--- src/rtl/theremin_pkg.sv ---
// Shared sizing helpers and default gate constants for the theremin measurement and NCO blocks.
package theremin_pkg;

  localparam int CNT_W_DEF       = 16;
  localparam int GATE_CYCLES_DEF = 50000;

  function automatic int ch_w(input int n_ch);
    return (n_ch > 1) ? $clog2(n_ch) : 1;
  endfunction

  function automatic int delta_w(input int cnt_w);
    return cnt_w + 1;
  endfunction

  function automatic int gate_w(input int gate_cycles);
    return (gate_cycles > 2) ? $clog2(gate_cycles) : 1;
  endfunction

endpackage

--- src/rtl/theremin_freq_ch.sv ---
// One measurement channel: synchroniser, edge detect, saturating edge counter, sticky ovf,
// trimmable offset and the published count/delta/ovf registers, all updated on the latch strobe.
module theremin_freq_ch
  import theremin_pkg::*;
#(
  parameter int CNT_W       = CNT_W_DEF,
  parameter int TUNE_STEP   = 1,
  parameter int OFFSET_INIT = 0
) (
  input  logic             clk,
  input  logic             rst_n,
  input  logic             square_in,
  input  logic             latch,
  input  logic             tune_inc,
  input  logic             tune_dec,
  output logic [CNT_W-1:0] count_o,
  output logic [CNT_W:0]   delta_o,
  output logic             ovf_o
);
  localparam logic [CNT_W-1:0] CNT_MAX = '1;
  localparam logic [CNT_W-1:0] STEP    = CNT_W'(TUNE_STEP);

  logic             sync1_q, sync1_d, sync2_q, sync2_d, prev_q, prev_d;
  logic [CNT_W-1:0] cnt_q, cnt_d, off_q, off_d, count_q, count_d;
  logic [CNT_W:0]   delta_q, delta_d, off_sum;
  logic             ovf_run_q, ovf_run_d, ovf_q, ovf_d;
  logic [CNT_W-1:0] cnt_next;
  logic             edge_det, ovf_next;

  always_comb begin
    sync1_d  = square_in;
    sync2_d  = sync1_q;
    prev_d   = sync2_q;
    edge_det = sync2_q & ~prev_q;

    cnt_next = cnt_q;
    if (edge_det && (cnt_q != CNT_MAX)) cnt_next = cnt_q + CNT_W'(1);
    ovf_next = ovf_run_q | (cnt_next == CNT_MAX);

    // The latch cycle's own edge lands in the published count; the running counter restarts.
    cnt_d     = latch ? '0 : cnt_next;
    ovf_run_d = latch ? 1'b0 : ovf_next;
    count_d   = latch ? cnt_next : count_q;
    ovf_d     = latch ? ovf_next : ovf_q;
    delta_d   = latch ? ({1'b0, cnt_next} - {1'b0, off_q}) : delta_q;

    off_sum = {1'b0, off_q} + {1'b0, STEP};
    off_d   = off_q;
    if (tune_inc)      off_d = off_sum[CNT_W] ? CNT_MAX : off_sum[CNT_W-1:0];
    else if (tune_dec) off_d = (off_q < STEP) ? '0 : off_q - STEP;
  end

  always_ff @(posedge clk or negedge rst_n) begin
    if (!rst_n) begin
      sync1_q   <= 1'b0;
      sync2_q   <= 1'b0;
      prev_q    <= 1'b0;
      cnt_q     <= '0;
      ovf_run_q <= 1'b0;
      count_q   <= '0;
      ovf_q     <= 1'b0;
      delta_q   <= '0;
      off_q     <= CNT_W'(OFFSET_INIT);
    end else begin
      sync1_q   <= sync1_d;
      sync2_q   <= sync2_d;
      prev_q    <= prev_d;
      cnt_q     <= cnt_d;
      ovf_run_q <= ovf_run_d;
      count_q   <= count_d;
      ovf_q     <= ovf_d;
      delta_q   <= delta_d;
      off_q     <= off_d;
    end
  end

  assign count_o = count_q;
  assign delta_o = delta_q;
  assign ovf_o   = ovf_q;

endmodule

--- src/rtl/theremin_freq_meter.sv ---
// Multi-channel gate-time frequency meter: counts square-wave edges per fixed gate window and
// publishes counts, offset-relative deltas and overflow flags one cycle after each terminal count.
module theremin_freq_meter
  import theremin_pkg::*;
#(
  parameter int  N_CH        = 2,
  parameter int  CNT_W       = CNT_W_DEF,
  parameter int  GATE_CYCLES = GATE_CYCLES_DEF,
  parameter int  TUNE_STEP   = 1,
  parameter int  OFFSET_INIT = 0,
  localparam int CH_W        = ch_w(N_CH),
  localparam int DLT_W       = delta_w(CNT_W)
) (
  input  logic                  clk_clk,
  input  logic                  reset_reset_n,
  input  logic [N_CH-1:0]       square_in,
  input  logic                  tune_up,
  input  logic                  tune_down,
  input  logic [CH_W-1:0]       tune_sel,
  output logic [N_CH*CNT_W-1:0] meas_count,
  output logic [N_CH*DLT_W-1:0] meas_delta,
  output logic [N_CH-1:0]       meas_ovf,
  output logic                  meas_valid
);
  localparam int                GATE_W    = gate_w(GATE_CYCLES);
  localparam logic [GATE_W-1:0] GATE_LAST = GATE_W'(GATE_CYCLES - 1);

  logic [GATE_W-1:0] gate_q, gate_d;
  logic              valid_q, valid_d;
  logic              gate_end;
  logic [N_CH-1:0]   inc_en, dec_en;

  always_comb begin
    gate_end = (gate_q == GATE_LAST);
    gate_d   = gate_end ? '0 : gate_q + GATE_W'(1);
    valid_d  = gate_end;
    // Out-of-range selects match no channel, so those pulses fall away here.
    for (int i = 0; i < N_CH; i++) begin
      inc_en[i] = tune_up && !tune_down && (int'(tune_sel) == i);
      dec_en[i] = tune_down && !tune_up && (int'(tune_sel) == i);
    end
  end

  always_ff @(posedge clk_clk or negedge reset_reset_n) begin
    if (!reset_reset_n) begin
      gate_q  <= '0;
      valid_q <= 1'b0;
    end else begin
      gate_q  <= gate_d;
      valid_q <= valid_d;
    end
  end

  assign meas_valid = valid_q;

  for (genvar i = 0; i < N_CH; i++) begin : g_ch
    theremin_freq_ch #(
      .CNT_W      (CNT_W),
      .TUNE_STEP  (TUNE_STEP),
      .OFFSET_INIT(OFFSET_INIT)
    ) u_ch (
      .clk      (clk_clk),
      .rst_n    (reset_reset_n),
      .square_in(square_in[i]),
      .latch    (gate_end),
      .tune_inc (inc_en[i]),
      .tune_dec (dec_en[i]),
      .count_o  (meas_count[i*CNT_W +: CNT_W]),
      .delta_o  (meas_delta[i*DLT_W +: DLT_W]),
      .ovf_o    (meas_ovf[i])
    );
  end

endmodule

--- config.mk ---
export PLATFORM = sky130hd
export DESIGN_NAME = theremin_freq_meter
export DESIGN_NICKNAME = d
export VERILOG_FILES = /design/src/rtl/theremin_pkg.sv /design/src/rtl/theremin_freq_ch.sv /design/src/rtl/theremin_freq_meter.sv
export SDC_FILE = /design/constraint.sdc
export NUM_CORES = 1
export LEC_CHECK = 0
export ABC_AREA = 0
export CORE_MARGIN = 4
export CORE_UTILIZATION = 50
export CTS_BUF_LIST = sky130_fd_sc_hd__clkbuf_16
export DETAILED_ROUTE_END_ITERATION = 8
export GPL_TIMING_DRIVEN = 0
export HOLD_SLACK_MARGIN = 0.06
export PLACE_DENSITY = 0.68
export SYNTH_ARGS = -nofsm -noshare
export SYNTH_HDL_FRONTEND = slang
export SYNTH_SLANG_ARGS = --single-unit
--- constraint.sdc ---
create_clock -name clk_clk -period 5.2 [get_ports clk_clk]
set_input_delay 1.04 -clock clk_clk [delete_from_list [all_inputs] [get_ports clk_clk]]
set_output_delay 1.04 -clock clk_clk [all_outputs]
set_load 0.1 [all_outputs]
==> reports/qor.yml, run 1 <==
status:
  status: "completed"
yosys:
  syn_nets: 1156
  synth-seq-cells: 157
  ys_warn_count: 0
  async_reset_ff_share_pct: 100.0
  syn_inst: 1109
  synth_area_mm2: 0.009442
  syn_area_per_cell_um2: 8.514
  yosysSeqAreaShare_pct: 41.61
  synth_area_leaders: "dfrtp_1 (42%), o21ai_0 (5.6%), ha_1 (5.2%), xnor2_1 (4.7%), nand2_1 (4.6%)"
  netlist.top_cell.by_area: "dfrtp_1"
  netlist-cell-type-count: 76
  synth_ff_type: "dfrtp_1"
  synth.top_cell.area_share_pct: 41.61
  synth_edf_count: 0
sta:
  rsz0062_at_grt: "no"
  max_slew.worst_pin.slew_ps: 999.8
  fin_crit_ps: 4533
  relSlewSlack_pct: 33.14
  clock.fmax_ghz: 0.2206
  hold_violations: 0
  period_share_pct: 87.17
  setup_viol: 0
  fin_skew_ps: 11.73
  hold-worst-slack_ps: 363.3
  fin_setup_tns_ps: 0
  drv_slew: 0
pwr:
  p_per_area_mw_per_mm2: 389.2
  peakVddDrop_v: 0.0002559
  p_leak_nw: 4.909
  p_total_mw: 4.316
routing:
  vias_per_cell: 5.804
  drtAntennaViolNets: 0
  wl_mm: 25.39
  wl_per_cell_um: 17.56
  drt_iter0_drc: 712
  drc_errors: 0
  firstDrtPassIters: 5
  vias: 8393
worst_setup_path:
  rrSetupSlack_ps: 670
  critPathCaptureType: "flop"
  start_kind: "flop"
  worstPathMaxFanout: 7
  reg2reg_to: "g_ch[1].u_ch.delta_o[16]$_DFFE_PN0P_"
  r2r-start: "g_ch[1].u_ch.cnt_q[2]$_DFF_PN0_"
  rr_worst_depth: 15
  arrival_ps: 4840
  crit_required_ps: 5510
  path_class: "reg -> reg"
floorplan:
  die_width_um: 145.4
  initial_core_util_pct: 51.68
  core_area_mm2: 0.01827
  row_count: 49
  die_area_mm2: 0.02115
  die_y_um: 145.4
  pin_count: 76
grt:
  grt_overflow: 0
  grt_pass1_vias: 7863
  grt_pass1_wl_mm: 41.90
  grt_max_degree: 108
  grt_use_total_pct: 24.27
  antenna_found_initial: 0
clock_network:
  clk_root_buffer_cell: "clkbuf_16"
  ctsHoldBuffers: 0
  max-clock-path-buffers: 2
  postCtsSetupRepairBufs: 0
  clkLatencyLatePin_ps: 440
  numCtsBuffers: 17
  clock_sinks: 157
  htreeDepth: 4
  clk_pin_slew_ps: 70
  cts_resized: 0
  cts_tree: "built"
final_layout:
  drive_gt1_share_pct: 5.670
  num-fill-cells: 1667
  fin_util_pct: 60.70
  antenna-diode-count: 0
  final_area_mm2: 0.01109
  fin_nets: 1251
  final_common_cell: "dfrtp_1"
  mostFrequentLayoutCells: "dfrtp_1 (157), nand2_1 (116), o21ai_0 (106)"
  syn_to_final_growth_pct: 17.45
  seq_area_mm2: 0.003929
  multi_input_area_mm2: 0.005026
hold_path:
  hp-start: "g_ch[1].u_ch.sync1_q$_DFF_PN0_"
  worstHoldPathType: "reg -> reg"
  hold_end: "g_ch[1].u_ch.prev_d$_DFF_PN0_"
  hold_depth: 0
run:
  drv_cap: 0
place:
  gp_congestion: 0.9011
  placed_cell_area_mm2: 0.01051
  numPortBuffers: 75
  place_hpwl_mm: 18.52
cell type report:
class | instances | share of cell area [%]
repair buffers | 76 | 7.063
clock buffers | 17 | 3.836
well taps | 229 | 2.584
inverters | 77 | 2.606
flip-flops and latches | 157 | 35.43
clock inverters | 15 | 1.377
multi-input cells | 828 | 45.32
plain buffers | 47 | 1.783
metrics by stage:
step,setup slack [ps],cells
final,667.2,1446
after global routing,375.5,1446
after CTS,683.3,1446
after detailed placement,708.8,1414
after global placement,-3388,1413
after floorplan,1479,1109
worst max-delay path by stage:
stage                                               start                              endpoint  slack [ps]
after detailed placement  g_ch[1].u_ch.cnt_q[2]$_DFF_PN0_  g_ch[1].u_ch.delta_o[16]$_DFFE_PN0P_         710
after global routing      g_ch[1].u_ch.cnt_q[2]$_DFF_PN0_  g_ch[1].u_ch.delta_o[16]$_DFFE_PN0P_         380
after CTS                 g_ch[1].u_ch.cnt_q[2]$_DFF_PN0_  g_ch[1].u_ch.delta_o[16]$_DFFE_PN0P_         680
after global placement                      reset_reset_n     g_ch[0].u_ch.off_q[6]$_DFFE_PN0P_       -3390
after floorplan           g_ch[1].u_ch.cnt_q[2]$_DFF_PN0_  g_ch[1].u_ch.delta_o[16]$_DFFE_PN0P_        1480
final                     g_ch[1].u_ch.cnt_q[2]$_DFF_PN0_  g_ch[1].u_ch.delta_o[16]$_DFFE_PN0P_         670
synth_stat cells (15+ instances only):
cell type	instances
dfrtp_1	157
nand2_1	116
o21ai_0	106
nor2_1	105
inv_1	75
a21oi_1	73
xnor2_1	51
nand3_1	48
nor3_1	45
ha_1	39
clkbuf_1	36
xor2_1	28
a31oi_1	15
where the power goes:
| group | switching [mW] | internal, mW |
|---|---|---|
| combinational | 0.953 | 0.607 |
| sequential | 0.161 | 1.34 |
| clock | 0.575 | 0.675 |
| total | 1.69 | 2.63 |
cell families after synthesis:
group	after synthesis	synth area share (%)
AO/OA/AOI/OAI	287	18.51
XOR/XNOR	79	7.328
multiplexers	6	0.6626
flip-flops	157	41.61
adder cells (fa/ha/maj)	40	5.380
AND/OR/NAND/NOR	416	21.35
buffers and inverters	124	5.155
state kept, by name, summed over array words and instances, names as in the netlist:
signal	flops
g_ch.u_ch.ovf_run_q	2
g_ch.u_ch.sync1_q	2
g_ch.u_ch.cnt_q	32
meas_valid	1
g_ch.u_ch.delta_o	34
g_ch.u_ch.ovf_o	2
g_ch.u_ch.prev_q	2
g_ch.u_ch.count_o	32
gate_q	16
g_ch.u_ch.prev_d	2
g_ch.u_ch.off_q	32
per-layer routing:
| layer | global-route usage, % | wire length (µm) | vias to the layer above |
|---|---|---|---|
| met4 | 7.075 | 327 | 0 |
| met5 | 0 | 0 | - |
| li1 | - | - | 4074 |
| met3 | 3.644 | 1469 | 27 |
| met1 | 37.17 | 12530 | 4034 |
| met2 | 35.71 | 11060 | 258 |
critical path, stage by stage (launching register included):
cell and delay, ps:
dfrtp_1 430, and3_1 200, clkbuf_1 160, and3_1 210, a21boi_1 400, mux2i_1 500
inv_1 190, fa_1 480, a21o_1 190, a21oi_1 280, o21ai_0 140, a21oi_1 300
o22ai_1 180, o211a_1 260, o21a_1 180, o41ai_1 290
(Power assumes the default switching activity.)
==> run 2: changes to the inputs <==
CORE_MARGIN = 5   (was 4)
SYNTH_HIERARCHICAL = 1   (was not set)
==> run 2 against run 1 <==
Critical path depth rose by 1. Highest routed layer unchanged. Largest power group is now sequential cells. Sequential power fell by 3%. Die area rose by 3.9%. Setup slack improved by 240 ps. Maximum frequency rose by 5.5%. Count of clock-buffer cells in the layout did not move. Hold slack got worse by 7.9 ps. Final area rose by 1.5%.
==> reports/qor.yml, run 2 <==
floorplan:
  core_area_mm2: 0.01877  # +2.7%
  die_y_um: 148.2  # +1.9%
  initial_core_util_pct: 50.91  # -0.76 points
  row_count: 50  # +2.0%
  die_width_um: 148.2  # +1.9%
  pin_count: 76  # unchanged
  die_area_mm2: 0.02198  # +3.9%
clock_network:
  clk_pin_slew_ps: 70  # about the same
  clkLatencyLatePin_ps: 430  # about the same
  htreeDepth: 4  # unchanged
  numCtsBuffers: 17  # unchanged
  clk_root_buffer_cell: "clkbuf_16"
  cts_tree: "built"
  clock_sinks: 157  # unchanged
  max-clock-path-buffers: 2  # unchanged
  ctsHoldBuffers: 0  # unchanged
  postCtsSetupRepairBufs: 0  # unchanged
  cts_resized: 0  # unchanged
yosys:
  synth_edf_count: 0  # unchanged
  post-synth-top-count-cell: "dfrtp_1"
  yosysSeqAreaShare_pct: 41.12  # -0.50 points
  synth-seq-cells: 157  # unchanged
  ys_warn_count: 6  # +6
  syn_inst: 1070  # -3.5%
  synth_area_mm2: 0.009555  # +1.2%
  synth_area_leaders: "dfrtp_1 (41%), ha_1 (5.1%), nor2_1 (5.1%), xnor2_1 (4.4%), a21oi_1 (4.1%)"
  netlist-cell-type-count: 68  # -11%
  synth.top_cell.area_share_pct: 41.12  # -0.50 points
  syn_area_per_cell_um2: 8.930  # +4.9%
  async_reset_ff_share_pct: 100.0  # unchanged
  synth_ff_type: "dfrtp_1"
  netlist.top_cell.by_area: "dfrtp_1"
  synth_common_cells: "dfrtp_1 (157), nor2_1 (130), a21oi_1 (79), inv_1 (76), nand2_1 (74)"
  syn_nets: 1116  # -3.5%
final_layout:
  fin_cells: 1412  # -2.4%
  final_common_cell: "dfrtp_1"
  drive_gt1_share_pct: 7.980  # +2.3 points
  fin_nets: 1211  # -3.2%
  num-fill-cells: 1671  # +0.24%
  mostFrequentLayoutCells: "dfrtp_1 (157), nor2_1 (130), a21oi_1 (79)"
  seq_area_mm2: 0.003929  # unchanged
  multi_input_area_mm2: 0.005201  # +3.5%
  largest_reg_flops: 34  # unchanged
  syn_to_final_growth_pct: 17.74
  antenna-diode-count: 0  # unchanged
pwr:
  peakVddDrop_v: 0.0002722  # +6.4%
  p_leak_nw: 5.059  # +3.1%
  p_per_area_mw_per_mm2: 375.5  # -3.5%
grt:
  grt_overflow: 0  # unchanged
  antenna_found_initial: 0  # unchanged
  grt_use_total_pct: 22.55  # -1.7 points
  grt_max_degree: 86  # -20%
  grt_pass1_vias: 7847  # -0.20%
  grt_pass1_wl_mm: 40.08  # -4.3%
run:
  drv_cap: 0  # unchanged
sta:
  relSlewSlack_pct: 33.56  # +0.42 points
  period_share_pct: 82.64  # -4.5 points
  finalWorstSetupSlack_ps: 902.9  # +235.7 ps
  rsz0062_at_grt: "no"
  fin_setup_tns_ps: 0  # unchanged
  hold-worst-slack_ps: 355.4  # -7.919 ps
  fin_skew_ps: 11.99  # +0.2654 ps
  drv_slew: 0  # unchanged
  setup_viol: 0  # unchanged
  max_slew.worst_pin.slew_ps: 993.5  # -6.247 ps
  clock.fmax_ghz: 0.2327  # +5.5%
  hold_violations: 0  # unchanged
  fin_crit_ps: 4297  # -235.7 ps
worst_setup_path:
  start_kind: "flop"
  worstPathMaxFanout: 7  # unchanged
  crit_required_ps: 5500  # about the same
  arrival_ps: 4600  # -240 ps
  critPathCaptureType: "flop"
  path_class: "reg -> reg"
  rrSetupSlack_ps: 900  # +240 ps
place:
  place_hpwl_mm: 17.83  # -3.7%
  dp_slack_ps: 1021  # +312.4 ps
  place_inst: 1380  # -2.4%
  gp_congestion: 0.8814  # -2.2%
  numPortBuffers: 75  # unchanged
routing:
  wl_per_cell_um: 17.12  # -2.5%
  vias: 8082  # -3.7%
  wl_mm: 24.18  # -4.8%
  firstDrtPassIters: 5  # unchanged
  vias_per_cell: 5.724  # -1.4%
  drc_errors: 0  # unchanged
  drt_iter0_drc: 549  # -23%
  drtAntennaViolNets: 0  # unchanged
status:
  status: "completed"
hold_path:
  worstHoldPathType: "reg -> reg"
==> run 2: cell count changes in the layout (fill, tap and decap cells not counted), sizes merged, moves of 9 or more <==
cell,before,now
o21ai,108,55
nor2,108,130
mux2,2,29
nor3,48,33
nand2,116,74
a221oi,1,10
and2,9,22
==> run 2: critical path: stages, from the launching register on <==
cell	delay (ps)
dfrtp_1	420
ha_1	250
nand3_2	200
nor4_4	430
nand2b_1	270
nor2_1	100
xnor2_1	310
inv_1	80
ha_1	350
a21o_1	130
a21oi_1	100
o21ai_0	290
and4b_1	260
nor3_1	380
a31oi_1	180
xnor2_1	160
mux2_2	260
==> run 2: path summary, 6_finish.rpt <==
kind	from	end	cells after the start
hold / removal	g_ch[0].u_ch/sync1_q$_DFF_PN0_	g_ch[0].u_ch/prev_d$_DFF_PN0_	0
max in group asynchronous	reset_reset_n	g_ch[1].u_ch/cnt_q[7]$_DFF_PN0_	2
min in group asynchronous	reset_reset_n	g_ch[1].u_ch/off_q[15]$_DFFE_PN0P_	1
hold reg to reg	g_ch[0].u_ch/sync1_q$_DFF_PN0_	g_ch[0].u_ch/prev_d$_DFF_PN0_	0
setup reg to reg	g_ch[1].u_ch/cnt_q[0]$_DFF_PN0_	g_ch[1].u_ch/delta_o[14]$_DFFE_PN0P_	16
setup / recovery	g_ch[1].u_ch/cnt_q[0]$_DFF_PN0_	g_ch[1].u_ch/delta_o[14]$_DFFE_PN0P_	16
==> run 2: cells by family after synthesis <==
logic type | Yosys count | share of synthesized area [%]
and+or+nand+nor | 415 | 22.64
AOI/OAI and AO/OA | 244 | 16.42
DFF | 157 | 41.12
buffers and inverters | 112 | 4.452
xor gates and xnor gates | 72 | 6.599
adders and majority gates | 39 | 5.107
muxes | 31 | 3.666
==> run 2: stage by stage <==
stage                     utilization, %  power (mW)  instance area (µm²)
after floorplan                        -       2.549                 9555
after global placement             56.47       2.890                10600
after detailed placement           56.65       2.901                10630
after CTS                          59.95       4.240                11250
after global routing               59.95       4.501                11250
final                              59.95       4.224                11250
==> run 2: report_power, final <==
group,internal [mW],switching [mW],total (mW)
clock,0.772,0.557,1.33
combinational,0.562,0.872,1.43
sequential,1.33,0.135,1.46
==> run 2: area by class of cell <==
cell class,count,share of cell area [%]
multi-input cells,801,46.23
flip-flops and latches,157,34.92
repair buffers,76,6.962
clock buffers,17,3.781
well taps,234,2.602
inverters,76,2.536
clock inverters,15,1.724
plain buffers,36,1.246
==> run 2: metal layers <==
metal / part of all wire [%] / vias to the layer above / track usage (%)
met5: 0 / - / 0
met4: 1.5 / 0 / 5.035
met3: 4.0 / 27 / 4.113
met2: 48 / 201 / 37.93
met1: 47 / 3860 / 30.57
li1: - / 3994 / -
